$ cat src/rtl/pwm_gen_multi.sv
// rtl/pwm_gen_multi.sv - multi-channel PWM generator, shared prescaled counter, shadowed per-channel config
// Optional complementary dead-band outputs are enabled by defining PWM_GEN_MULTI_DEADTIME_EN.
module pwm_gen_multi #(
   parameter int NUM_CH = 4,
   parameter int CNT_W  = 16
) (
   input  logic                    clk,
   input  logic                    rst,
`ifdef PWM_GEN_MULTI_DEADTIME_EN
   input  logic [7:0]              dead_time,
   output logic [NUM_CH-1:0]       pwm_out_n,
`endif
   input  logic                    pwm_en,
   input  logic [7:0]              prescale,
   input  logic [CNT_W-1:0]        period,
   input  logic                    cfg_wr,
   input  logic [2*NUM_CH-1:0]     ch_mode,
   input  logic [CNT_W*NUM_CH-1:0] cmp1,
   input  logic [CNT_W*NUM_CH-1:0] cmp2,
   output logic [NUM_CH-1:0]       pwm_out,
   output logic [CNT_W-1:0]        count_val,
   output logic                    period_tick,
   output logic                    cfg_pending
);

   localparam logic [CNT_W-1:0] CNT_ONE = CNT_W'(1);

   logic [7:0]              presc_q, presc_d;
   logic [CNT_W-1:0]        count_q, count_d;
   logic                    pending_q, pending_d;
   logic [CNT_W-1:0]        sh_period_q, sh_period_d, act_period_q, act_period_d;
   logic [2*NUM_CH-1:0]     sh_mode_q, sh_mode_d, act_mode_q, act_mode_d;
   logic [CNT_W*NUM_CH-1:0] sh_cmp1_q, sh_cmp1_d, act_cmp1_q, act_cmp1_d;
   logic [CNT_W*NUM_CH-1:0] sh_cmp2_q, sh_cmp2_d, act_cmp2_q, act_cmp2_d;
   logic [NUM_CH-1:0]       pwm_q, pwm_d;
   logic [NUM_CH-1:0]       raw;
   logic                    tick;
   logic                    wrap;

   function automatic logic raw_level(input logic [1:0] mode, input logic [CNT_W-1:0] c,
                                      input logic [CNT_W-1:0] lo, input logic [CNT_W-1:0] hi);
      case (mode)
         2'b00:   return c < lo;
         2'b01:   return c >= lo;
         2'b10:   return (lo < hi) && (c >= lo) && (c < hi);
         default: return 1'b0;
      endcase
   endfunction

   // A prescale lowered below the running count still fires immediately.
   assign tick = (presc_q >= prescale);
   assign wrap = pwm_en && tick && (count_q == act_period_q);

   always_comb begin
      presc_d      = presc_q;
      count_d      = count_q;
      pending_d    = pending_q;
      sh_period_d  = sh_period_q;
      sh_mode_d    = sh_mode_q;
      sh_cmp1_d    = sh_cmp1_q;
      sh_cmp2_d    = sh_cmp2_q;
      act_period_d = act_period_q;
      act_mode_d   = act_mode_q;
      act_cmp1_d   = act_cmp1_q;
      act_cmp2_d   = act_cmp2_q;

      if (!pwm_en) begin
         presc_d = '0;
         count_d = '0;
      end else if (tick) begin
         presc_d = '0;
         count_d = wrap ? '0 : count_q + CNT_ONE;
      end else begin
         presc_d = presc_q + 8'd1;
      end

      // A write landing on the wrap cycle bypasses the shadow so it is never a period late.
      if (cfg_wr) begin
         sh_period_d = period;
         sh_mode_d   = ch_mode;
         sh_cmp1_d   = cmp1;
         sh_cmp2_d   = cmp2;
         if (wrap) begin
            act_period_d = period;
            act_mode_d   = ch_mode;
            act_cmp1_d   = cmp1;
            act_cmp2_d   = cmp2;
            pending_d    = 1'b0;
         end else begin
            pending_d    = 1'b1;
         end
      end else if (pending_q && (wrap || !pwm_en)) begin
         act_period_d = sh_period_q;
         act_mode_d   = sh_mode_q;
         act_cmp1_d   = sh_cmp1_q;
         act_cmp2_d   = sh_cmp2_q;
         pending_d    = 1'b0;
      end
   end

   always_comb begin
      raw = '0;
      for (int i = 0; i < NUM_CH; i++) begin
         raw[i] = raw_level(act_mode_q[2*i +: 2], count_q,
                            act_cmp1_q[CNT_W*i +: CNT_W], act_cmp2_q[CNT_W*i +: CNT_W]);
      end
   end

`ifdef PWM_GEN_MULTI_DEADTIME_EN
   logic [NUM_CH-1:0] pwm_n_q, pwm_n_d;
   logic [NUM_CH-1:0] r_prev_q, r_prev_d;
   logic [7:0]        dc_q [NUM_CH];
   logic [7:0]        dc_d [NUM_CH];

   // Outputs follow the post-decrement count so dead_time=0 gives a gapless complement.
   always_comb begin
      pwm_d    = '0;
      pwm_n_d  = '0;
      r_prev_d = '0;
      for (int i = 0; i < NUM_CH; i++) begin
         dc_d[i] = 8'd0;
         if (pwm_en) begin
            if (raw[i] != r_prev_q[i]) begin
               dc_d[i] = dead_time;
            end else if (dc_q[i] != 8'd0) begin
               dc_d[i] = dc_q[i] - 8'd1;
            end
            pwm_d[i]    = (dc_d[i] == 8'd0) &&  raw[i];
            pwm_n_d[i]  = (dc_d[i] == 8'd0) && !raw[i];
            r_prev_d[i] = raw[i];
         end
      end
   end

   always_ff @(posedge clk) begin
      if (rst) begin
         pwm_n_q  <= '0;
         r_prev_q <= '0;
         for (int i = 0; i < NUM_CH; i++) dc_q[i] <= 8'd0;
      end else begin
         pwm_n_q  <= pwm_n_d;
         r_prev_q <= r_prev_d;
         for (int i = 0; i < NUM_CH; i++) dc_q[i] <= dc_d[i];
      end
   end

   assign pwm_out_n = pwm_n_q;
`else
   assign pwm_d = pwm_en ? raw : '0;
`endif

   always_ff @(posedge clk) begin
      if (rst) begin
         presc_q      <= '0;
         count_q      <= '0;
         pending_q    <= 1'b0;
         sh_period_q  <= '0;
         sh_mode_q    <= '0;
         sh_cmp1_q    <= '0;
         sh_cmp2_q    <= '0;
         act_period_q <= '0;
         act_mode_q   <= '0;
         act_cmp1_q   <= '0;
         act_cmp2_q   <= '0;
         pwm_q        <= '0;
      end else begin
         presc_q      <= presc_d;
         count_q      <= count_d;
         pending_q    <= pending_d;
         sh_period_q  <= sh_period_d;
         sh_mode_q    <= sh_mode_d;
         sh_cmp1_q    <= sh_cmp1_d;
         sh_cmp2_q    <= sh_cmp2_d;
         act_period_q <= act_period_d;
         act_mode_q   <= act_mode_d;
         act_cmp1_q   <= act_cmp1_d;
         act_cmp2_q   <= act_cmp2_d;
         pwm_q        <= pwm_d;
      end
   end

   assign pwm_out     = pwm_q;
   assign count_val   = count_q;
   assign cfg_pending = pending_q;
   assign period_tick = wrap && !rst;

endmodule

$ cat config.mk
export PLATFORM = sky130hd
export DESIGN_NAME = pwm_gen_multi
export DESIGN_NICKNAME = d
export VERILOG_FILES = /design/src/rtl/pwm_gen_multi.sv
export SDC_FILE = /design/constraint.sdc
export NUM_CORES = 1
export LEC_CHECK = 0
export CAP_MARGIN = 20
export CELL_PAD_IN_SITES_DETAIL_PLACEMENT = 2
export CELL_PAD_IN_SITES_GLOBAL_PLACEMENT = 2
export CORE_MARGIN = 2
export CORE_UTILIZATION = 35
export CTS_CLUSTER_DIAMETER = 150
export DETAILED_ROUTE_END_ITERATION = 8
export DONT_BUFFER_PORTS = 1
export HOLD_SLACK_MARGIN = 0.08
export PLACE_DENSITY_LB_ADDON = 0.1
export REMOVE_ABC_BUFFERS = 1
export SYNTH_ARGS = -nofsm -noshare
export SYNTH_HDL_FRONTEND = slang
export SYNTH_SLANG_ARGS = --single-unit
$ cat constraint.sdc
create_clock -name clk -period 3.47 [get_ports clk]
set_input_delay 0.694 -clock clk [delete_from_list [all_inputs] [get_ports clk]]
set_output_delay 0.694 -clock clk [all_outputs]
set_load 0.05 [all_outputs]
==> reports/qor.txt <==
Synth top area share - 0.3953
Hold-fix buffers, CTS - 0
Synth unique cells - 46
Dpl ws - 0.3425 ns
Total track usage - 0.1950
Via count - 12300
H-tree levels - 2
Mapped Area - 0.01687 mm2
Share of flip-flops with an asynchronous set or reset - 0
Pin count of the biggest net entering global routing - 309
Combinational Power Share - 0.083
Synth area leader - dfxtp_1
Sequential cell area fraction in the yosys report - 0.3953
Period utilization - 0.9079
Reg2Reg Setup Slack - 0.62 ns
RSZ-0062 raised after global routing - no
Cells along the critical path - xor2_1 -> nor4_1 -> nand2_1 -> nor4_1 -> nand4_1 -> nor2_1 -> buf_4
Design Area, Final - 0.01904 mm2
Worst setup EP type - output pin
Final Hold Fails - 0
Setup crit end - period_tick
Initial Utilization - 0.3540
Sequential power share - 0.431
Largest fanout on the critical path - 2
Most common cell in the netlist - dfxtp_1
1st-iter DRT viols - 521
Synth warnings - 0
Fill count - 5146
CP max stage cell - nor4_1
Hold Crit Class - input pin to flip-flop
CTS Buf Count - 40
Nets - 2124
Die span in x - 223.5 um
Die Area - 0.04996 mm2
Hold Slack - 0.2624 ns
Synth Register Bits - 333
Avg Cell Area, Syn - 9.556 um2
Layout Cells excl Fill - 2414
Commonest cells in the netlist - dfxtp_1 (333), nor2_1 (324), ha_1 (194)
Drt pass-1 iters - 4
Worst Setup Slack, final - 0.3197 ns
Via/cell ratio - 5.097
Critical Path Start - act_period_q[11]$_SDFFE_PP0P_
P&R area growth vs syn - 12.90%
Placer Congestion - 0.7743
FF-to-FF path depth - 10
Pwr dens - 498.6 mW/mm2
Reg2reg start - act_period_q[11]$_SDFFE_PP0P_
Routed Antenna Nets - 0
Die Span Y - 223.5 um
CP bufs+invs - 1
Synth area leaders - dfxtp_1 (40%), ha_1 (14%), mux2i_1 (9.0%)
Vias in the first global route - 13450
Clock period minus worst slack - 3.150 ns
Cell row count - 80
Worst stage delay on the critical path - 0.42 ns
Max VDD drop - 0.3367 mV
Net switching power - 2.254 mW
Maximum buffer depth of the clock tree - 3
Clock power share - 0.486
EDFF count, synth - 0
Worst Setup Start Kind - flip-flop
Kind of critical path - flip-flop to output pin
Worst R2R End - act_cmp1_q[57]$_SDFFE_PP0P_
Int Power - 7.239 mW
Detail Placement HPWL - 34.30 mm
Routed wire length - 48.77 mm
Lkg Pwr - 8.609 nW
Slew Viols, Final - 0
Max-cap violations - 0
CTS tree - built
Initial antenna violation count - 6
Slew HR - 0.5702
Worst Skew - 0.007818 ns
WP data arrival - 2.46 ns
Largest delay contributor family on the critical path - simple AND/OR/NAND/NOR gates
Post-Synthesis Cells - 1765
CORE AREA - 0.04765 mm2
Placed Cells - 2338
Design Power - 9.493 mW
Clk root buf - clkbuf_16
Total gr overflow - 0
Residual DRC - 0
Layout cells sized above 1 - 0.09844
Top Ports - 186
Sw Share - 0.2374
Critical Path Stages - 7
Wire per inst - 20.20 um
Clk sinks - 333
Clock transition at path regs - 0.06 ns
Top cell by count, worst path - nor4_1
Worst-Margin Slew - 0.6439 ns
Fmax - 317.4 MHz
Cell area after placement - 0.01757 mm2
Setup-failing EPs final - 0
Clk_lat worst skew - 0.56 ns
CP required - 2.78 ns
First-pass GRT wire length - 75.67 mm
Port bufs - 0
Top_reg_cell synth - dfxtp_1
Outcome - complete, no violations
layout make-up:
cell class / instances / area, um2 / share of cell area
well taps: 615 / 769.5 / 0.04041
flip-flops and latches: 333 / 6668 / 0.3502
inverters: 133 / 499.2 / 0.02622
repair buffers: 29 / 280.3 / 0.01472
diodes: 1 / 2.502 / 0.0001314
multi-input cells: 1229 / 9359 / 0.4915
clock inverters: 20 / 269.0 / 0.01413
clock buffers: 54 / 1195 / 0.06275
state kept, by name, summed over array words and instances, names as in the netlist:
register	count
act_mode_q	8
count_val	16
sh_mode_q	8
act_cmp2_q	64
presc_q	8
sh_cmp2_q	64
pwm_out	4
act_cmp1_q	64
sh_period_q	16
sh_cmp1_q	64
act_period_q	16
cfg_pending	1
repair_timing:
item / 4_1_cts / 5_1_grt
endpoints found under the setup margin: 0 / 1
resized for setup: 0 / 1
buffers inserted: 0 / 1
hold endpoints to repair: 0 / 0
power groups by stage:
stage	sequential (mW)	clock, mW	combinational, mW
global placement	4.17	0	0.764
floorplan	4.15	0	0.594
CTS	4.09	4.78	0.810
global route	4.10	4.93	0.899
finish	4.09	4.61	0.790
detailed placement	4.17	0	0.804
worst register-to-register path, delay by kind of cell, from the launching register on:
kind                   cells  cell delay, ns
AO/OA/AOI/OAI              1            0.21
XOR/XNOR                   1            0.16
buffers and inverters      3            0.59
flip-flops                 1            0.32
multiplexers               1            0.41
AND/OR/NAND/NOR            4            1.04
worst min path at each step:
stage / startpoint / to / slack, ns / cells after the start
after floorplan: presc_q[0]$_SDFF_PP0_ / presc_q[0]$_SDFF_PP0_ / 0.43 / 1
after global placement: presc_q[0]$_SDFF_PP0_ / presc_q[0]$_SDFF_PP0_ / 0.45 / 1
after detailed placement: presc_q[0]$_SDFF_PP0_ / presc_q[0]$_SDFF_PP0_ / 0.46 / 1
after CTS: rst / sh_cmp2_q[23]$_SDFFE_PP0P_ / 0.22 / 1
after global routing: rst / sh_cmp2_q[23]$_SDFFE_PP0P_ / 0.24 / 1
final: rst / sh_cmp2_q[23]$_SDFFE_PP0P_ / 0.26 / 1
cell families after synthesis:
kind of cell,Yosys count,share of synthesized area
simple gates,519,0.1369
flops,333,0.3953
mux,304,0.1917
buf+inv,203,0.04985
fa+ha+maj,194,0.1439
compound gates,175,0.06313
xor+xnor,37,0.01921
metal layers:
layer  vias to the layer above  GRT usage  wire length, um
met5                         -          0               49
li1                       6025          -                -
met1                      6038     0.2362            21510
met3                        65    0.04491             2267
met2                       167     0.3450            23970
met4                         8    0.05355              975
stage by stage:
| step | utilization | TNS (ns) |
|---|---|---|
| detailed placement | 0.3687 | 0 |
| finish | 0.3997 | 0 |
| CTS | 0.3994 | 0 |
| global placement | 0.3687 | 0 |
| global route | 0.3996 | 0 |
| floorplan | - | -234.44 |
cell usage in the layout (no fill, tap or decap), drive strengths merged, types with 8 or more instances in the layout:
cell type  instances
o21ai             33
a211oi             9
ha               194
clkbuf            54
nand2b            12
nor2             324
nor2b             44
clkinv             8
xor2              18
dfxtp            333
nand4             30
buf               29
mux2i            152
mux2             152
o211ai             8
a21oi             77
and3              11
inv              136
nor3               8
a21o              26
nand3             15
xnor2             19
nand2             51
(Power assumes the default switching activity.)
==> RTL change 1, RTL diff (config.mk and constraints unchanged) <==
`sh_period_q`, `sh_mode_q`, `sh_cmp1_q` and `sh_cmp2_q` no longer have a reset.
--- a/src/rtl/pwm_gen_multi.sv
+++ b/src/rtl/pwm_gen_multi.sv
@@ -155,8 +155,4 @@
          count_q      <= '0;
          pending_q    <= 1'b0;
-         sh_period_q  <= '0;
-         sh_mode_q    <= '0;
-         sh_cmp1_q    <= '0;
-         sh_cmp2_q    <= '0;
          act_period_q <= '0;
          act_mode_q   <= '0;
@@ -168,8 +164,4 @@
          count_q      <= count_d;
          pending_q    <= pending_d;
-         sh_period_q  <= sh_period_d;
-         sh_mode_q    <= sh_mode_d;
-         sh_cmp1_q    <= sh_cmp1_d;
-         sh_cmp2_q    <= sh_cmp2_d;
          act_period_q <= act_period_d;
          act_mode_q   <= act_mode_d;
@@ -178,4 +170,11 @@
          pwm_q        <= pwm_d;
       end
+   end
+
+   always_ff @(posedge clk) begin
+      sh_period_q <= sh_period_d;
+      sh_mode_q   <= sh_mode_d;
+      sh_cmp1_q   <= sh_cmp1_d;
+      sh_cmp2_q   <= sh_cmp2_d;
    end
 
Formal check against the unedited RTL: same outputs for any inputs over 4 cycles, from zero or initial values and one cycle with rst high; that may be too few to reach the edited logic, so the function may still have changed.
==> RTL change 1 against the original RTL <==
Global-route usage rose by 1.7 points; total power rose by 2.3%; wire length rose by 13%; sequential share of layout area rose by 6.6 points; area after synthesis rose by 4.6%; worst setup slack got worse by 160 ps; sequential cell count did not move; cell area rose by 3.4%.
==> RTL change 1: results (changes against the original RTL) <==
run status=complete, no violations; FILL cells=5288 (+2.8%); met2 routed wirelength=26830 um (+12%); via count=13.36k (+8.6%); switching pwr=2.460 mW (+9.1%); worst slew pin tran=686.9 ps (+43.04 ps); Reg2Reg Setup Slack=450 ps (-170 ps); 1st-iter DRT viols=575 (+10%); gp weighted congestion=0.8045 (+3.9%); Post-Syn Area per Cell=10.60 sq um (+11%); Clk pwr share=0.423 (-0.063); beginning of the worst hold path=cmp2[60]; Post-synth EDFFs=152 (+152); worst r2r src=presc_q[0]; reg2reg end=act_cmp2_q[27]; initial antenna violation count=1 (-5); dpl cell area=0.01842 sq mm (+4.8%); Synth cell types=61 (+33%); commonest cells in the netlist=ha_1, nor2_1, dfxtp_1; Seq/Total Area, Yosys=0.4640 (+0.06876); crit path max-delay cell type=dfxtp_1; GR Util All Layers=0.2116 (+0.01662); vias in the first global route=14.80k (+10%); dpl hpwl=37940 um (+11%); Post-Route M1 WL=24370 um (+13%); worst hold slack=226.5 ps (-35.96 ps)
RTL change 1: layout make-up:
class | instances | area [sq um] | area share
multi-input combinational | 1089 | 8421 | 0.4279
sequential | 333 | 8194 | 0.4164
clock buffer | 50 | 1080 | 0.05487
tap | 672 | 840.8 | 0.04272
inverter | 138 | 520.5 | 0.02645
timing repair buffer | 45 | 441.7 | 0.02244
clock inverter | 22 | 182.7 | 0.009282
RTL change 1: what timing repair did:
item / 4_1_cts / 5_1_grt
hold buffers: 0 / 0
cloned: 0 / 0
setup buffers: 0 / 0
gates resized for setup: 1 / 1
endpoints found under the setup margin: 1 / 1
RTL change 1: kinds of logic (layout without fill, tap and decap cells):
kind of cell             count (synthesis)  in the layout  share of synthesized area
AO/OA/AOI/OAI                          492            492                     0.2248
XOR/XNOR                                24             24                    0.01191
adder cells (fa/ha/maj)                194            194                     0.1376
buffers and inverters                  243            255                    0.06034
flip-flops                             333            333                     0.4640
multiplexers                             1              1                  0.0005673
AND/OR/NAND/NOR                        378            378                     0.1008
==> RTL change 2, RTL diff (same flow settings) <==
Without the edit above. Add a define of `PWM_GEN_MULTI_DEADTIME_EN`.
--- a/src/rtl/pwm_gen_multi.sv
+++ b/src/rtl/pwm_gen_multi.sv
@@ -1,4 +1,6 @@
 // rtl/pwm_gen_multi.sv - multi-channel PWM generator, shared prescaled counter, shadowed per-channel config
 // Optional complementary dead-band outputs are enabled by defining PWM_GEN_MULTI_DEADTIME_EN.
+`define PWM_GEN_MULTI_DEADTIME_EN
+
 module pwm_gen_multi #(
    parameter int NUM_CH = 4,
Interface: changed (added dead_time and pwm_out_n); port bits go from 186 to 198. The function was not compared with the original's and may differ.
==> RTL change 2 against the original RTL <==
Worst setup slack got worse by 170 ps; area after synthesis is 13% higher; sequential cell count rose by 40; synthesized cell count rose by 15%; wire length is 17% higher; cell area rose by 14%; critical endpoint unchanged; largest cell class unchanged.
Power is not compared: it rests on default switching activity, and its combinational part moved more than twofold at a synthesized area within 25%.
==> RTL change 2: results (changes against the original RTL) <==
run status=complete, no violations; Initial DRT Pass Iterations=4 (unchanged); Synth Area in Adders=0.1315 (-0.01242); warnings from Yosys=0 (unchanged); Post-CTS Setup Inserts=0 (unchanged); gp weighted congestion=0.8041 (+3.8%); area of the multi-input gates=0.01068 sq mm (+14%); via count=14.43k (+17%); port buffer count=0 (unchanged); 1st-iter DRT viols=523 (+0.38%); layout cells sized above 1=0.1500 (+0.05161); worst slack, placed=129.2 ps (-213.4 ps); worst slew pin tran=823.8 ps (+179.9 ps); Inserted Clock Buffers=45 (+13%); # nets final=2426 (+14%); cell family with the largest share of critical-path delay=buffers and inverters; FILL cells=5770 (+12%); largest cells by area after synthesis=dfxtp_1, ha_1, mux2_2; crit path max-delay cell type=dfxtp_1; Synth Area in Compound Gates=0.08360 (+0.02047); CTS-repair resized insts=5 (+5); critical-path maximum fanout=6 (+4); Clock Latency Late Sink=580 ps (+20 ps); post-synthesis mux area share=0.1772 (-0.01447); dpl cells=2704 (+16%); first-pass GRT wire length=90680 um (+20%); arrival time at the worst endpoint=2620 ps (+160 ps); dpl hpwl=41640 um (+21%); average wire per standard cell=20.58 um (+1.8%); Seq/Total Area, Yosys=0.3932 (-0.002077); dpl cell area=0.02004 sq mm (+14%); CP peak stage delay=480 ps (+60 ps); CTS Buffer Depth=3 (unchanged); vias in the first global route=15.98k (+19%); pwr/cell area=531.1 mW/mm^2; Clock Skew=28.43 ps (+20.62 ps); commonest cells in the netlist=dfxtp_1, nor2_1, ha_1; GR Util All Layers=0.2056 (+0.01059); initial antenna violation count=3 (-3); vias per cell=5.184 (+1.7%); Post-Syn Area per Cell=9.360 sq um (-2.0%); Synth cell types=67 (+46%); Synth Area in XOR/XNOR=0.01983 (+0.0006164)
[RTL change 2: per-layer routing]
metal	up-vias	wire [um]	global-route usage
met5	-	23	0
met2	189	28030	0.3609
li1	7054	-	-
met3	80	2536	0.03812
met4	4	1421	0.06329
met1	7099	25250	0.2544
[RTL change 2: area by class of cell]
cell class / instances / share of cell area
Clock inverter: 16 / 0.01320
Timing Repair Buffer: 59 / 0.02363
Multi-Input combinational cell: 1426 / 0.4919
Tap cell: 696 / 0.04011
Sequential cell: 373 / 0.3442
Antenna cell: 1 / 0.0001153
Clock buffer: 61 / 0.06074
Inverter: 151 / 0.02610
[RTL change 2: final timing paths]
kind         slack, ps  depth (start not counted)          from            end
max                150                          9  count_val[5]    period_tick
min                260                          1           rst  sh_cmp2_q[54]
max reg2reg        170                         11  count_val[7]     dc_q[0][3]
min reg2reg        490                          1    presc_q[0]     presc_q[0]
